### src/rtl/instruction_fetch.sv
// RV32I fetch stage: drives the synchronous instruction ROM address, tags returning words
// with their PC and hands {pc, instr} to decode through a 2-entry valid/ready buffer.
module instruction_fetch #(
   parameter logic [31:0] RESET_PC = 32'h0000_0000
) (
   input  logic        clock,
   input  logic        reset,
   output logic [31:0] rom_addr,
   input  logic [31:0] rom_rdata,
   input  logic        redirect_valid,
   input  logic [31:0] redirect_pc,
   output logic        out_valid,
   input  logic        out_ready,
   output logic [31:0] out_pc,
   output logic [31:0] out_instr
);

   typedef struct packed {
      logic [31:0] pc;
      logic [31:0] instr;
   } entry_t;

   logic [31:0] fetch_pc_q, fetch_pc_d;
   logic        infl_vld_q, infl_vld_d;
   logic [31:0] infl_pc_q, infl_pc_d;
   entry_t      fifo_q [2];
   entry_t      fifo_d [2];
   logic        hd_q, hd_d;
   logic [1:0]  count_q, count_d;

   logic        pop, push, issue, tail;
   logic [2:0]  credit;

   assign out_valid = (count_q != 2'd0);
   assign out_pc    = fifo_q[hd_q].pc;
   assign out_instr = fifo_q[hd_q].instr;
   assign rom_addr  = fetch_pc_q;

   always_comb begin
      pop        = out_valid & out_ready;
      push       = infl_vld_q & ~redirect_valid;
      // Entries already buffered or in flight, net of this cycle's pop, must leave room.
      credit     = {1'b0, count_q} + {2'b00, infl_vld_q} - {2'b00, pop};
      issue      = ~redirect_valid & (credit < 3'd2);
      tail       = hd_q ^ count_q[0];

      fetch_pc_d = fetch_pc_q;
      infl_vld_d = 1'b0;
      infl_pc_d  = infl_pc_q;
      fifo_d     = fifo_q;
      hd_d       = hd_q;
      count_d    = count_q;

      if (redirect_valid) begin
         fetch_pc_d = redirect_pc & ~32'h3;
         count_d    = 2'd0;
      end else begin
         if (issue) begin
            fetch_pc_d = fetch_pc_q + 32'd4;
            infl_vld_d = 1'b1;
            infl_pc_d  = fetch_pc_q;
         end
         if (push) begin
            fifo_d[tail].pc    = infl_pc_q;
            fifo_d[tail].instr = rom_rdata;
         end
         if (pop) hd_d = ~hd_q;
         count_d = count_q + {1'b0, push} - {1'b0, pop};
      end
   end

   always_ff @(posedge clock or posedge reset) begin
      if (reset) begin
         fetch_pc_q <= RESET_PC;
         infl_vld_q <= 1'b0;
         infl_pc_q  <= 32'h0;
         hd_q       <= 1'b0;
         count_q    <= 2'd0;
         for (int i = 0; i < 2; i++) fifo_q[i] <= '0;
      end else begin
         fetch_pc_q <= fetch_pc_d;
         infl_vld_q <= infl_vld_d;
         infl_pc_q  <= infl_pc_d;
         hd_q       <= hd_d;
         count_q    <= count_d;
         fifo_q     <= fifo_d;
      end
   end

   // The credit check on issue should make this unreachable.
   a_no_overflow: assert property (@(posedge clock) disable iff (reset)
      !(push && count_q == 2'd2 && !pop));

endmodule
### config.mk
export PLATFORM = sky130hd
export DESIGN_NAME = instruction_fetch
export DESIGN_NICKNAME = d
export VERILOG_FILES = /design/src/rtl/instruction_fetch.sv
export SDC_FILE = /design/constraint.sdc
export NUM_CORES = 1
export LEC_CHECK = 0
export ABC_AREA = 1
export CORE_MARGIN = 3
export CORE_UTILIZATION = 45
export CTS_CLUSTER_DIAMETER = 50
export DETAILED_ROUTE_END_ITERATION = 12
export DONT_BUFFER_PORTS = 1
export GPL_ROUTABILITY_DRIVEN = 0
export PLACE_DENSITY_LB_ADDON = 0.05
export SLEW_MARGIN = 30
export SYNTH_ARGS = -nofsm -noshare
export SYNTH_HDL_FRONTEND = slang
export SYNTH_SLANG_ARGS = --single-unit
### constraint.sdc
create_clock -name clock -period 9.4 [get_ports clock]
set_input_delay 2.82 -clock clock [delete_from_list [all_inputs] [get_ports clock]]
set_output_delay 2.82 -clock clock [all_outputs]
set_load 0.005 [all_outputs]
==> key figures <==
Die
  • Initial Utilization: 46.7%
  • Die area: 0.0215 mm2
  • Cell Rows: 50
  • IO Count: 165
  • Die height: 147 um
  • Width of the die: 147 um
  • Core area: 0.0191 mm2

STA
  • Final Hold Fails: 0
  • Final Setup Violations: 0
  • Setup TNS: 0 ns
  • Rel. slew slack: 45.9%
  • Worst setup slack after layout: 4.55 ns
  • Max Slew Vio Count: 0
  • Max frequency: 0.206 GHz
  • Final Cycle Share: 51.5%
  • Final Critical Period: 4.85 ns
  • RSZ-0062 raised after global routing: false
  • Clock skew: 0.0167 ns
  • Measured slew at the worst slew-check pin: 0.811 ns

Placed design
  • DP HPWL: 14.0 mm
  • Cells after DPL: 1,375
  • Post-Place Cell Area: 0.00904 mm2
  • Pre-CTS WS: 4.14 ns
  • Port bufs: 0

Setup path
  • CP Launch Type: input pin
  • Reg2Reg Launch Point: count_q[1]$_DFF_PP0_
  • CP Max Fanout: 14
  • CP max-delay cell: nand2_1
  • Top cell by count, worst path: nand2_1
  • Crit Reg-Reg Endpoint: rom_addr[5]$_DFFE_PP0P_
  • Reg2Reg Depth: 13
  • Critical path's top delay family: simple AND/OR/NAND/NOR gates
  • Critical path capture point type: register
  • Max incr delay on CP: 0.56 ns
  • Critical Path RT: 9.68 ns
  • FF-to-FF setup slack: 6.47 ns
  • CP arrival: 5.12 ns
  • Critical-path cell list: o21a_1 > nand2_1 > o21ai_0 > nand2_1 > fa_1 > inv_1 > nand2_1 > nand2_1 > nand2_1 > nand2_1 > inv_1 > nand2_1 > o211ai_1
  • WS Path Type: input pin to register
  • Bufs and invs on worst path: 2

Run
  • Number of max-cap violations: 0

Layout
  • Fill cells: 1,966
  • Register area: 0.00471 mm2
  • Final instance area: 0.00970 mm2
  • Antenna diodes: 0
  • Area occupied by multi-input gates: 0.00348 mm2
  • Layout cells sized above 1: 4.53%
  • Fin cells: 1,407
  • Synth-to-layout area growth: 8.83%
  • Layout net count: 1,205
  • Core Util, Final: 50.8%

CTS
  • Cts-stage hold buffer count: 0
  • Depth of the CTS H-tree: 4
  • CTS Root Buffer Type: clkbuf_16
  • Cts repair resizes: 0
  • Later-pin clock latency in the skew report: 0.42 ns
  • CTS Buf Count: 17
  • CTS tree: done
  • Post-CTS Repair Setup Buffers: 0
  • Clock tree buffer depth: 2
  • Worst-path clk slew: 0.07 ns
  • CTS sink cnt: 188

Min path
  • Hold path startpoint: fifo_q[46]$_DFFE_PP0P_
  • Worst Hold Path EP: fifo_q[46]$_DFFE_PP0P_
  • Hold Path Stages: 2
  • Worst hold path type: register to register

Detailed routing
  • Drt drc: 0
  • DR pass1 iterations: 5
  • Vias per std cell: 4.89
  • Iteration-0 DRC Markers: 463
  • Final ANT Viol Nets: 0
  • WL/cell: 15.1 um
  • Vias post-DR: 6,885
  • Final wirelength: 21.3 mm

Global routing
  • Pin count of the biggest net entering global routing: 125
  • First-pass GRT wire length: 35.3 mm
  • Total grt overflow: 0
  • Initial antenna violation count: 0
  • Vias in the first global route: 6,543
  • Gr usage total: 20.3%

Synthesis
  • Fraction of registers with async set/reset: 100%
  • Mapped Avg Cell Area: 7.66 um2
  • Predominant post-synthesis flop cell: dfrtp_1
  • Synth area leaders: dfrtp_1, nand2_1, o21ai_0, inv_1, o21ai_1
  • YS warnings: 0
  • Unique cell type count in the Yosys netlist: 31
  • Count leader, synth: nand2_1
  • Commonest cells post-synth: nand2_1, dfrtp_1, inv_1
  • Yosys reg bits: 188
  • Synth top area share: 52.8%
  • Synth Cell Area: 0.00891 mm2
  • EDFF count, synth: 0
  • Post-synth top area cell: dfrtp_1
  • Gate Count Post-Synth: 1,163
  • Sequential area share after synthesis: 52.8%

Power
  • Pwr dens: 358 mW/mm2
  • Static Leak: 4.95 nW
  • Worst VDD drop: 175 uV

Status
  • Outcome: completed
==> sequential cells by signal, indices dropped and copies added (netlist names) <==
name	flops
infl_pc_q	30
rom_addr	30
hd_q	1
infl_vld_q	1
fifo_q	124
count_q	2
==> worst reg2reg max path, cell delays in order (launching register included) <==
cell      delay (ns)
dfrtp_1         0.45
o21a_1          0.22
nand2_1         0.08
o21ai_0         0.07
nand2_1         0.08
fa_1            0.38
inv_1           0.07
nand2_1         0.05
nand2_1         0.08
nand2_1         0.35
nand2_1         0.57
inv_1           0.23
nand2_1         0.10
o211ai_1        0.08
==> metrics by stage <==
step | power (mW) | hold WS, ns
2_1_floorplan | 2.38 | 0.453
3_3_place_gp | 2.68 | 0.465
3_5_place_dp | 2.71 | 0.469
4_1_cts | 3.52 | 0.485
5_1_grt | 3.80 | 0.503
6_report | 3.47 | 0.480
==> worst max-delay path by stage <==
stage / start / to / slack [ns] / cells after the start
final: out_ready / rom_addr[5]$_DFFE_PP0P_ / 4.55 / 13
after global routing: out_ready / rom_addr[5]$_DFFE_PP0P_ / 4.25 / 13
after CTS: hd_q$_DFFE_PP0P_ / out_instr[14] / 4.51 / 4
after detailed placement: out_ready / rom_addr[5]$_DFFE_PP0P_ / 4.14 / 13
after global placement: out_ready / rom_addr[4]$_DFFE_PP0P_ / 4.16 / 13
after floorplan: reset / count_q[0]$_DFF_PP0_ / 1.47 / 1
==> cell type report <==
cell class              instances  share of cell area, %
multi-input cells             804                   35.9
repair buffers                  9                  0.994
clock buffers                  19                   4.57
clock inverters                13                   2.19
well taps                     260                   3.35
inverters                     114                   4.49
flip-flops and latches        188                   48.5
==> power by group <==
part,switching [mW],internal [mW]
registers,0.265,1.19
clock network,0.311,0.482
logic,0.841,0.385
==> routing by layer <==
metal,track usage [%],up-vias,part of all wire (%)
met3,5.27,13,5.1
met2,29.7,167,43
li1,-,3547,-
met5,0,-,0
met1,30.6,3158,50
met4,4.28,0,1.0
==> cells in the final DEF (no fill, tap or decap), types with 2 or more instances in the layout <==
cell type | synthesis | layout
nand2_1 | 483 | 482
dfrtp_1 | 188 | 187
inv_1 | 111 | 110
o21ai_0 | 96 | 96
nor2_1 | 67 | 67
o21ai_1 | 58 | 58
nand3_1 | 41 | 41
clkbuf_16 | 0 | 17
a21oi_1 | 13 | 13
nand3b_1 | 13 | 13
xor2_1 | 6 | 6
o211ai_1 | 6 | 6
buf_4 | 5 | 6
clkinv_4 | 0 | 5
bufinv_16 | 0 | 5
conb_1 | 1 | 4
xnor2_1 | 3 | 3
inv_2 | 2 | 2
o21a_1 | 2 | 2
o21ai_2 | 2 | 2
ha_1 | 2 | 2
clkinv_2 | 0 | 2
inv_6 | 0 | 2
buf_12 | 0 | 2
==> cell families after synthesis <==
kind of cell	count (synthesis)	share of synthesized area [%]
flops	188	52.8
simple gates	609	27.0
buf+inv	174	8.40
other cells	1	0.0421
xor+xnor	9	0.885
fa+ha+maj	3	0.506
compound gates	179	10.4
(Power assumes the default switching activity.)
